File: config.mk
export PLATFORM = sky130hd
export DESIGN_NAME = period_meter
export DESIGN_NICKNAME = d
export VERILOG_FILES = /design/src/rtl/period_meter.sv
export SDC_FILE = /design/constraint.sdc
export NUM_CORES = 1
export LEC_CHECK = 0
export ABC_CLOCK_PERIOD_IN_PS = 4000
export BUFFER_PORTS_ARGS = -buffer_cell sky130_fd_sc_hd__clkbuf_2
export CAP_MARGIN = 20
export CORE_UTILIZATION = 45
export DETAILED_ROUTE_END_ITERATION = 10
export GPL_TIMING_DRIVEN = 0
export PLACE_DENSITY = 0.71
export RECOVER_POWER = 100
export SETUP_SLACK_MARGIN = 0.02
export SKIP_LAST_GASP = 1
export SYNTH_ARGS = -nofsm -noshare
export SYNTH_HDL_FRONTEND = slang
export SYNTH_SLANG_ARGS = --single-unit
File: constraint.sdc
create_clock -name clk -period 4 [get_ports clk]
set_clock_uncertainty 0.15 [all_clocks]
set_input_delay 0.8 -clock clk [delete_from_list [all_inputs] [get_ports clk]]
set_output_delay 0.8 -clock clk [all_outputs]
set_load 0.1 [all_outputs]
File: src/rtl/period_meter.sv
// period_meter
//   Measures the rising-to-rising period and the high-phase length of an
//   asynchronous input in clk cycles, flags a timeout when no rising edge is
//   seen within 2^CNT_W-1 cycles, and reports when the last STABLE_CNT
//   periods were identical.
//
// Ports
//   clk        in   system clock, rising edge
//   rst        in   asynchronous active-high reset
//   sig_in     in   measured signal, asynchronous to clk
//   period     out  [CNT_W-1:0] last measured rise-to-rise interval
//   high_time  out  [CNT_W-1:0] high-phase length of that same cycle
//   valid      out  one-cycle pulse when period/high_time update
//   ovf        out  level, timed out; clears with the next report
//   stable     out  level, last STABLE_CNT reported periods identical
module period_meter #(
  parameter int CNT_W      = 16,
  parameter int STABLE_CNT = 4
) (
  input  logic             clk,
  input  logic             rst,
  input  logic             sig_in,
  output logic [CNT_W-1:0] period,
  output logic [CNT_W-1:0] high_time,
  output logic             valid,
  output logic             ovf,
  output logic             stable
);

  localparam int MW = $clog2(STABLE_CNT);
  localparam logic [MW-1:0]    MATCH_MAX = MW'(STABLE_CNT - 1);
  localparam logic [CNT_W-1:0] CNT_MAX   = '1;
  localparam logic [CNT_W-1:0] CNT_ONE   = CNT_W'(1);

  localparam logic [1:0] S_IDLE = 2'd0;
  localparam logic [1:0] S_HIGH = 2'd1;
  localparam logic [1:0] S_LOW  = 2'd2;
  localparam logic [1:0] S_OVF  = 2'd3;

  // Input front end
  logic       sync1_q, sync2_q, hist_q;
  logic [1:0] init_q;
  logic       seen_low_q;
  logic       rise_q, fall_q;
  logic       rise, fall;

  assign rise = sync2_q & ~hist_q;
  assign fall = ~sync2_q & hist_q;

  // init_q[1] marks that sync2_q holds a real sample of sig_in rather than
  // its reset value. A rise only counts once sig_in has been seen low, so a
  // signal already high at reset release is not mistaken for a rising edge.
  always_ff @(posedge clk or posedge rst) begin
    if (rst) begin
      sync1_q    <= 1'b0;
      sync2_q    <= 1'b0;
      hist_q     <= 1'b0;
      init_q     <= '0;
      seen_low_q <= 1'b0;
      rise_q     <= 1'b0;
      fall_q     <= 1'b0;
    end else begin
      sync1_q    <= sig_in;
      sync2_q    <= sync1_q;
      hist_q     <= sync2_q;
      init_q     <= {init_q[0], 1'b1};
      seen_low_q <= seen_low_q | (init_q[1] & ~sync2_q);
      rise_q     <= rise & seen_low_q;
      fall_q     <= fall;
    end
  end

  // Measurement FSM
  logic [1:0]       state_q, state_d;
  logic [CNT_W-1:0] cnt_q, cnt_d, cnt_inc;
  logic [CNT_W-1:0] hi_cap_q, hi_cap_d;
  logic             rpt_q, rpt_d;
  logic [CNT_W-1:0] rpt_per_q, rpt_per_d;
  logic [CNT_W-1:0] rpt_hi_q, rpt_hi_d;
  logic             to_q, to_d;

  assign cnt_inc = (cnt_q == CNT_MAX) ? cnt_q : cnt_q + 1'b1;

  always_comb begin
    state_d   = state_q;
    cnt_d     = cnt_q;
    hi_cap_d  = hi_cap_q;
    rpt_d     = 1'b0;
    rpt_per_d = rpt_per_q;
    rpt_hi_d  = rpt_hi_q;
    to_d      = 1'b0;
    case (state_q)
      S_IDLE, S_OVF: begin
        if (rise_q) begin
          cnt_d   = CNT_ONE;
          state_d = S_HIGH;
        end
      end
      S_HIGH: begin
        if (rise_q) begin
          // Rise without a preceding fall: restart without reporting.
          cnt_d = CNT_ONE;
        end else if (fall_q) begin
          hi_cap_d = cnt_q;
          cnt_d    = cnt_inc;
          state_d  = S_LOW;
        end else if (cnt_q == CNT_MAX) begin
          state_d = S_OVF;
          to_d    = 1'b1;
        end else begin
          cnt_d = cnt_inc;
        end
      end
      S_LOW: begin
        // Rise is tested before the timeout so a period of exactly CNT_MAX
        // still reports.
        if (rise_q) begin
          rpt_d     = 1'b1;
          rpt_per_d = cnt_q;
          rpt_hi_d  = hi_cap_q;
          cnt_d     = CNT_ONE;
          state_d   = S_HIGH;
        end else if (cnt_q == CNT_MAX) begin
          state_d = S_OVF;
          to_d    = 1'b1;
        end else begin
          cnt_d = cnt_inc;
        end
      end
      default: state_d = S_IDLE;
    endcase
  end

  always_ff @(posedge clk or posedge rst) begin
    if (rst) begin
      state_q   <= S_IDLE;
      cnt_q     <= '0;
      hi_cap_q  <= '0;
      rpt_q     <= 1'b0;
      rpt_per_q <= '0;
      rpt_hi_q  <= '0;
      to_q      <= 1'b0;
    end else begin
      state_q   <= state_d;
      cnt_q     <= cnt_d;
      hi_cap_q  <= hi_cap_d;
      rpt_q     <= rpt_d;
      rpt_per_q <= rpt_per_d;
      rpt_hi_q  <= rpt_hi_d;
      to_q      <= to_d;
    end
  end

  // Output and match stage
  logic [CNT_W-1:0] period_q, period_d;
  logic [CNT_W-1:0] high_q, high_d;
  logic             valid_q, valid_d;
  logic             ovf_q, ovf_d;
  logic             stable_q, stable_d;
  logic [MW-1:0]    match_q, match_d;
  logic             prev_vld_q, prev_vld_d;

  // prev_vld_q is cleared by reset and timeout so that the first report
  // afterwards never matches a stale period.
  always_comb begin
    period_d   = period_q;
    high_d     = high_q;
    valid_d    = 1'b0;
    ovf_d      = ovf_q;
    stable_d   = stable_q;
    match_d    = match_q;
    prev_vld_d = prev_vld_q;
    if (rpt_q) begin
      valid_d    = 1'b1;
      period_d   = rpt_per_q;
      high_d     = rpt_hi_q;
      ovf_d      = 1'b0;
      prev_vld_d = 1'b1;
      if (prev_vld_q && (rpt_per_q == period_q)) begin
        match_d = (match_q == MATCH_MAX) ? match_q : match_q + 1'b1;
      end else begin
        match_d = '0;
      end
      stable_d = (match_d == MATCH_MAX);
    end else if (to_q) begin
      ovf_d      = 1'b1;
      stable_d   = 1'b0;
      match_d    = '0;
      prev_vld_d = 1'b0;
    end
  end

  always_ff @(posedge clk or posedge rst) begin
    if (rst) begin
      period_q   <= '0;
      high_q     <= '0;
      valid_q    <= 1'b0;
      ovf_q      <= 1'b0;
      stable_q   <= 1'b0;
      match_q    <= '0;
      prev_vld_q <= 1'b0;
    end else begin
      period_q   <= period_d;
      high_q     <= high_d;
      valid_q    <= valid_d;
      ovf_q      <= ovf_d;
      stable_q   <= stable_d;
      match_q    <= match_d;
      prev_vld_q <= prev_vld_d;
    end
  end

  assign period    = period_q;
  assign high_time = high_q;
  assign valid     = valid_q;
  assign ovf       = ovf_q;
  assign stable    = stable_q;

endmodule

==> results of run 1 <==
==> per-stage QoR <==
step	TNS, ns	power [uW]	utilization (%)
after global placement	-125.20	1810	49.8
final	0	3340	55.2
after detailed placement	0	1850	50.1
after floorplan	0	1710	-
after global routing	0	3470	55.2
after CTS	0	3360	55.9
==> registers in the layout, indices dropped and copies added (netlist names), 2 cells and up <==
register   cells
cnt_q         16
hi_cap_q      16
high_time     16
period        16
rpt_hi_q      16
rpt_per_q     16
init_q         2
match_q        2
state_q        2
==> cell families after synthesis <==
family	Yosys count	synth area share, %
xor gates and xnor gates	17	3.13
adders and majority gates	3	0.789
buffers and inverters	27	2.42
DFF	114	59.9
AOI/OAI and AO/OA	51	7.12
other	1	0.0788
and+or+nand+nor	78	8.54
muxes	76	18.0
==> cell type report <==
cell class / count / area, um2
clock buffers: 22 / 473
well taps: 136 / 170
repair buffers: 38 / 168
clock inverters: 9 / 129
inverters: 10 / 40.0
fillers: 885 / 4600
multi-input cells: 226 / 1780
flip-flops and latches: 114 / 2850
plain buffers: 17 / 68.8
==> cell usage in the layout (no fill, tap or decap), types with 4 or more instances in the layout <==
cell type and count:
a21o_1 4, a21oi_1 9, a31oi_1 6, buf_2 4
clkbuf_1 50, clkbuf_16 16, clkbuf_8 5, dfrtp_1 114
inv_1 9, mux2_2 76, nand2_1 27, nand2b_1 4
nand3_1 10, nand4_1 6, nor2_1 14, o21ai_0 12
xnor2_1 16
==> worst paths after layout <==
path	cells past startpoint	start	endpoint	slack (ns)
worst max-delay path	7	cnt_q[0]	to_q	1.19
worst min-delay path	0	init_q[0]	init_q[1]	0.19
worst max register to register	7	cnt_q[0]	to_q	1.19
worst min register to register	0	init_q[0]	init_q[1]	0.19
max in group asynchronous	3	rst	init_q[0]	2.70
min in group asynchronous	2	rst	rpt_hi_q[11]	0.31
==> per-layer routing <==
layer	up-vias	share of wire (%)
li1	1420	-
met1	1570	45
met2	80	50
met3	12	3.7
met4	0	1.1
met5	-	0
==> power groups by stage <==
| stage | logic, uW | clock network (uW) | registers, uW |
|---|---|---|---|
| 6_report | 527 | 1510 | 1300 |
| 2_1_floorplan | 331 | 0 | 1380 |
| 4_1_cts | 531 | 1540 | 1300 |
| 5_1_grt | 575 | 1590 | 1310 |
| 3_5_place_dp | 530 | 0 | 1320 |
| 3_3_place_gp | 500 | 0 | 1310 |
==> flow_summary.ini, run 1 <==
[placement]
hpwl_um = 6280
post-place-cells = 541
port_buffers = 37
post_dp_cell_area_mm2 = 0.00514
routabilityCongestion = 0.887
dp_slack_ns = 1.74

[status]
run_status = completed

[logic_synthesis]
yosysMostFrequentCell = dfrtp_1
synth_common_cells = dfrtp_1, mux2_2, nand2_1
yosysWarnings = 0
yosys-top-cells-area = dfrtp_1, mux2_2, xnor2_1, nand2_1, o21ai_0
ys.flop_type = dfrtp_1
synth_edf_count = 0
synth_nets = 373
ys_seq_elements = 114
syn_area_per_cell_um2 = 13.0
synth.distinct_cells = 47
syn-instance-count = 367
ys_async_sr_fraction_pct = 100
synth_area_mm2 = 0.00476
ys_seq_area_share_pct = 59.9
synth_top_cell_area_share_pct = 59.9
synth_area_leader_cell = dfrtp_1

[critical_path]
critPathMaxFanout = 7
worst-path-buf-inv = 1
crit_arrival_ns = 3.06
cp-start-kind = flop
slowest_stage = nor4_1
setup.worst_path.class = reg -> reg
required_ns = 4.24
crit_path_end_kind = flop
cp_cell_sequence = ha_1, nand2_1, nor4_1, and2_0, clkbuf_1, nand2_1, a21oi_1
slowest_delay_ns = 0.78
crit_family = simple AND/OR/NAND/NOR gates
cp_common_cell = nand2_1

[cts]
clk_pin_slew_worst_paths_ns = 0.05
cts_tree = yes
post-cts-setup-buffer-count = 0
clock_sinks = 114
htreeDepth = 4
ctsLongestPathBuffers = 2
ctsResizeCount = 0
clock_latency_ns = 0.50
cts-hold-fix-buffers = 0
cts-buffers-inserted = 17
cts_root_buffer = clkbuf_8

[sta]
hold_viol = 0
slew_viol_final = 0
worstMarginPinSlew_ns = 1.17
setup_violations = 0
finalCritPeriodShare_pct = 70.4
holdWs_ns = 0.195
fmax_ghz = 0.355
slew_headroom_pct = 22.4
rsz0062_at_grt = no
setup_slack_ns = 1.19
fin_crit_ns = 2.81

[pwr]
p_clk_share_pct = 45.2
peakVddDrop_v = 0.000277
power_density_mw_per_mm2 = 588
power_switching_uw = 928
seqPwrFrac_pct = 39.0
swShare_pct = 27.8
pwr-share-comb_pct = 15.8
internal_power_uw = 2410
p_leak_uw = 0.00268

[die]
pin_count = 38
core-area_mm2 = 0.0103
dieArea_mm2 = 0.0110
initial_utilization_pct = 46.3
die_h_um = 105
floorplan.rows = 37
die_w_um = 105

[grt]
met2_usage_pct = 29.3
met1_usage_pct = 22.7
gr-max-usage-layer = met2
grt_pass1_vias = 3135
grt_pass1_wl_um = 15200
grt_use_met3_pct = 5.05
grt_max_degree = 70
antenna_found_initial = 0
globalRoute.totalOverflow = 0
grtUsageTotal_pct = 18.1

[finish]
antenna_cells = 0
design_area_mm2 = 0.00568
nNetsFinal = 430
drive_gt1_share_pct = 26.6
areaGrowthSynthToFinish_pct = 19.3
fin_cells = 572

[routing]
detail-route-antenna-nets = 0
dr.pass1.iters = 5
vias = 3082
avgViaCountPerCell = 5.39
wl_per_cell_um = 16.1
wirelength_um = 9200
drc = 0
drtIter0Drc = 219

[flow_run]
max_cap_viol_count = 0

[min_path]
hold_class = reg -> reg
Power figures use the tool's default switching activity.
==> inputs of run 2 (changes only) <==
--- a/config.mk
+++ b/config.mk
@@ -5,13 +5,13 @@
 export SDC_FILE = /design/constraint.sdc
 export NUM_CORES = 1
 export LEC_CHECK = 0
-export ABC_CLOCK_PERIOD_IN_PS = 4000
+export ABC_CLOCK_PERIOD_IN_PS = 2800
 export BUFFER_PORTS_ARGS = -buffer_cell sky130_fd_sc_hd__clkbuf_2
 export CAP_MARGIN = 20
 export CORE_UTILIZATION = 45
 export DETAILED_ROUTE_END_ITERATION = 10
 export GPL_TIMING_DRIVEN = 0
-export PLACE_DENSITY = 0.71
+export PLACE_DENSITY = 0.69
 export RECOVER_POWER = 100
 export SETUP_SLACK_MARGIN = 0.02
 export SKIP_LAST_GASP = 1
==> constraint.sdc (replaced) <==
create_clock -name clk -period 2.8 [get_ports clk]
set_clock_uncertainty 0.15 [all_clocks]
set_input_delay 0.56 -clock clk [delete_from_list [all_inputs] [get_ports clk]]
set_output_delay 0.56 -clock clk [all_outputs]
set_load 0.1 [all_outputs]
==> flow_summary.ini, run 2 (same netlist as run 1, synthesis figures left out) <==
[critical_path]
required_ns = 2.09
slowest_delay_ns = 0.88
cp_cell_sequence = clkbuf_1
crit_family = buffers and inverters
slowest_stage = clkbuf_1
critPathMaxFanout = 3
crit_arrival_ns = 1.78
setup.worst_path.class = reg -> out
cp-start-kind = flop
worst-path-buf-inv = 1
crit_path_end_kind = primary output

[grt]
grt_max_degree = 44
antenna_found_initial = 0
grt_pass1_vias = 3046
globalRoute.totalOverflow = 0
grtUsageTotal_pct = 18.1
grt_pass1_wl_um = 15300

[finish]
nFillCells = 873
nNetsFinal = 432
antenna_cells = 0
areaGrowthSynthToFinish_pct = 20.2
multiInputGateArea_mm2 = 0.00178
layout_common_cells = dfrtp_1, mux2_2, clkbuf_1, nand2_1
seqCellArea_mm2 = 0.00285
layout_commonest_cell = dfrtp_1
drive_gt1_share_pct = 27.0

[sta]
fin_tns_setup_ns = 0
setup_violations = 0
slew_viol_final = 42
slew_headroom_pct = -21.1
finalCritPeriodShare_pct = 89.0
setup_slack_ns = 0.307
worstMarginPinSlew_ns = 1.81
hold_viol = 0
rsz0062_at_grt = no
fin_crit_ns = 2.49
fmax_ghz = 0.401

[routing]
wl_per_cell_um = 15.9
wirelength_um = 9100
detail-route-antenna-nets = 0
dr.pass1.iters = 5
avgViaCountPerCell = 5.32
drc = 0
drtIter0Drc = 206
vias = 3050

[cts]
clock_latency_ns = 0.51
cts-buffers-inserted = 17
htreeDepth = 4
post-cts-setup-buffer-count = 0
ctsLongestPathBuffers = 2
cts_tree = yes
clock_sinks = 114
cts_root_buffer = clkbuf_8
clk_pin_slew_worst_paths_ns = 0.05

[placement]
hpwl_um = 6140
port_buffers = 37
routabilityCongestion = 0.885
dp_slack_ns = 0.573

[pwr]
peakVddDrop_v = 0.000449
p_leak_uw = 0.00271
power_density_mw_per_mm2 = 844

[status]
failed_checks = capacitance limit, slew limit
run_status = complete, but fails checks

[die]
die_w_um = 105
dieArea_mm2 = 0.0110
die_h_um = 105
initial_utilization_pct = 46.3
pin_count = 38
core-area_mm2 = 0.0103
floorplan.rows = 37

[min_path]
hold_class = reg -> reg

[flow_run]
max_cap_viol_count = 1
[run 2: timing repair]
item                                   4_1_cts  5_1_grt
resized for setup                            0        0
hold buffers                                 1        0
endpoints found under the hold margin        1        0
[run 2: layout make-up]
| class | count | share of cell area [%] |
|---|---|---|
| clock inverter | 10 | 2.76 |
| sequential | 114 | 49.9 |
| buffer | 17 | 1.27 |
| multi-input combinational | 226 | 31.2 |
| clock buffer | 20 | 7.96 |
| tap | 136 | 2.97 |
| inverter | 10 | 0.678 |
| timing repair buffer | 40 | 3.32 |
[run 2: per-layer routing]
metal | share of wire (%) | GRT usage (%) | wire (um) | vias to the layer above
met5 | 0 | 0 | 0 | -
met4 | 1.3 | 6.54 | 122 | 0
met3 | 4.2 | 4.93 | 381 | 17
met2 | 49 | 28.9 | 4490 | 78
met1 | 45 | 23.6 | 4110 | 1531
li1 | - | - | - | 1424
[run 2: power by group]
part           internal [uW]  leakage, uW  switching [uW]
clock network           1500     0.000306             718
logic                    247     0.000838             507
registers               1750      0.00156            98.9
[run 2: final timing paths]
check / slack, ns / end / start / cells after the start
setup / recovery: 0.31 / period[15] / period[15] / 1
hold / removal: 0.20 / init_q[1] / init_q[0] / 0
setup reg to reg: 0.38 / cnt_q[1] / cnt_q[0] / 6
hold reg to reg: 0.20 / init_q[1] / init_q[0] / 0
max in group asynchronous: 1.08 / cnt_q[4] / rst / 4
min in group asynchronous: 0.33 / hi_cap_q[13] / rst / 2
[run 2: through the flow]
stage                     instances  power (uW)  utilization, %  area, um2  hold WS [ns]
final                           573        4830            55.7       5720         0.198
after global routing            573        5020            55.7       5720         0.204
after CTS                       573        4850            56.3       5780        0.0787
after detailed placement        542        2620            50.2       5160         0.191
after global placement          540        2590            49.8       5120         0.184
after floorplan                 367        2440               -       4760         0.181
==> inputs of run 3 (changes only) <==
--- a/config.mk
+++ b/config.mk
@@ -5,6 +5,7 @@
 export SDC_FILE = /design/constraint.sdc
 export NUM_CORES = 1
 export LEC_CHECK = 0
+export ABC_AREA = 1
 export ABC_CLOCK_PERIOD_IN_PS = 2800
 export BUFFER_PORTS_ARGS = -buffer_cell sky130_fd_sc_hd__clkbuf_2
 export CAP_MARGIN = 20
==> flow_summary.ini, run 3 <==
[routing]
drc = 0
vias = 4246
wl_per_cell_um = 13.7
dr.pass1.iters = 6
avgViaCountPerCell = 5.01
drtIter0Drc = 249
detail-route-antenna-nets = 0
wirelength_um = 11600

[placement]
port_buffers = 37
post_dp_cell_area_mm2 = 0.00554
hpwl_um = 8350
routabilityCongestion = 0.925

[logic_synthesis]
synth_edf_count = 0
synth_top_cell_area_share_pct = 55.6
synth_area_mm2 = 0.00513
yosys-top-cells-area = dfrtp_1, nand2_1, o21ai_0, inv_1, nand3_1
synth_area_leader_cell = dfrtp_1
ys_seq_elements = 114
ys_seq_area_share_pct = 55.6
yosysWarnings = 0
ys.flop_type = dfrtp_1
synth_nets = 642
syn_area_per_cell_um2 = 8.07
ys_async_sr_fraction_pct = 100
yosysMostFrequentCell = nand2_1
synth.distinct_cells = 27
synth_common_cells = nand2_1, dfrtp_1, inv_1
syn-instance-count = 636

[sta]
slew_headroom_pct = -13.9
hold_viol = 0
fmax_ghz = 0.417
fin_crit_ns = 2.40
setup_violations = 0
slew_viol_final = 37
finalCritPeriodShare_pct = 85.6
rsz0062_at_grt = no
worstMarginPinSlew_ns = 1.70

[die]
pin_count = 38
floorplan.rows = 38
initial_utilization_pct = 46.8
die_w_um = 109
die_h_um = 109
core-area_mm2 = 0.0110
dieArea_mm2 = 0.0118

[min_path]
hold_class = in -> reg

[critical_path]
setup.worst_path.class = reg -> out
required_ns = 2.09
slowest_delay_ns = 0.88
crit_path_end_kind = primary output
cp-start-kind = flop
crit_arrival_ns = 1.69
cp_cell_sequence = clkbuf_1
slowest_stage = clkbuf_1
worst-path-buf-inv = 1
crit_family = buffers and inverters
critPathMaxFanout = 3

[cts]
cts-buffers-inserted = 17
cts_tree = yes
clock_latency_ns = 0.41
post-cts-setup-buffer-count = 0
cts_root_buffer = clkbuf_16
clock_sinks = 114
clk_pin_slew_worst_paths_ns = 0.06
ctsResizeCount = 0
htreeDepth = 4
cts-hold-fix-buffers = 0
ctsLongestPathBuffers = 2

[grt]
globalRoute.totalOverflow = 0
grt_pass1_vias = 3982
grt_pass1_wl_um = 19200
antenna_found_initial = 0
grt_max_degree = 41
grtUsageTotal_pct = 21.7

[pwr]
p_leak_uw = 0.00304
peakVddDrop_v = 0.000466
power_density_mw_per_mm2 = 785
power_uw = 4750

[finish]
areaGrowthSynthToFinish_pct = 17.9
drive_gt1_share_pct = 7.78
nNetsFinal = 700
antenna_cells = 0
layout_common_cells = nand2_1, dfrtp_1, inv_1, o21ai_0, clkbuf_1
design_area_mm2 = 0.00605
layout_commonest_cell = nand2_1

[status]
failed_checks = capacitance limit, slew limit
run_status = complete, but fails checks

[flow_run]
max_cap_viol_count = 1
## run 3: where the power goes
part / leakage [uW] / internal (uW) / switching (uW) / total (uW)
Combinational: 0.00120 / 216 / 553 / 768
Sequential: 0.00156 / 1750 / 90.5 / 1840
Clock: 0.000284 / 1340 / 799 / 2140
## run 3: stage by stage
stage | setup WS, ns | TNS [ns] | hold slack (ns) | util [%] | std cells
floorplan | 0.705 | 0 | 0.181 | - | 636
global placement | -0.00505 | -0.142 | 0.183 | 50.1 | 813
detailed placement | 0.848 | 0 | 0.185 | 50.4 | 815
CTS | 0.797 | 0 | 0.0884 | 55.8 | 847
global route | 0.349 | 0 | 0.0855 | 55.1 | 847
finish | 0.403 | 0 | 0.0986 | 55.1 | 847
## run 3: logic make-up after synthesis
logic type                 share of synthesized area, %
and+or+nand+nor                                    27.4
DFF                                                55.6
buffers and inverters                              7.48
AOI/OAI and AO/OA                                  8.46
adders and majority gates                         0.731
xor gates and xnor gates                          0.341
other                                            0.0730
## run 3: per-layer routing
metal	global-route usage [%]	part of all wire [%]	up-vias
met5	0	0	-
met4	7.82	0.79	0
met3	5.26	6.2	8
met2	34.4	48	140
met1	28.9	46	1984
li1	-	-	2114
## run 3: area by class of cell
| class | count | area (um2) |
|---|---|---|
| Tap cell | 140 | 175 |
| Clock buffer | 18 | 439 |
| Fill cell | 1008 | 4930 |
| Inverter | 78 | 294 |
| Sequential cell | 114 | 2850 |
| Timing Repair Buffer | 39 | 181 |
| Clock inverter | 14 | 154 |
| Buffer | 19 | 87.6 |
| Multi-Input combinational cell | 425 | 1870 |
## run 3: worst paths after layout
kind / cells after the start / start / slack (ns) / endpoint
setup reg to reg: 7 / state_q[0] / 0.47 / cnt_q[2]
setup / recovery: 1 / period[6] / 0.40 / period[6]
hold / removal: 1 / sig_in / 0.1 / sync1_q
max in group asynchronous: 4 / rst / 1.00 / high_time[14]
hold reg to reg: 0 / init_q[0] / 0.20 / init_q[1]
min in group asynchronous: 2 / rst / 0.40 / cnt_q[15]
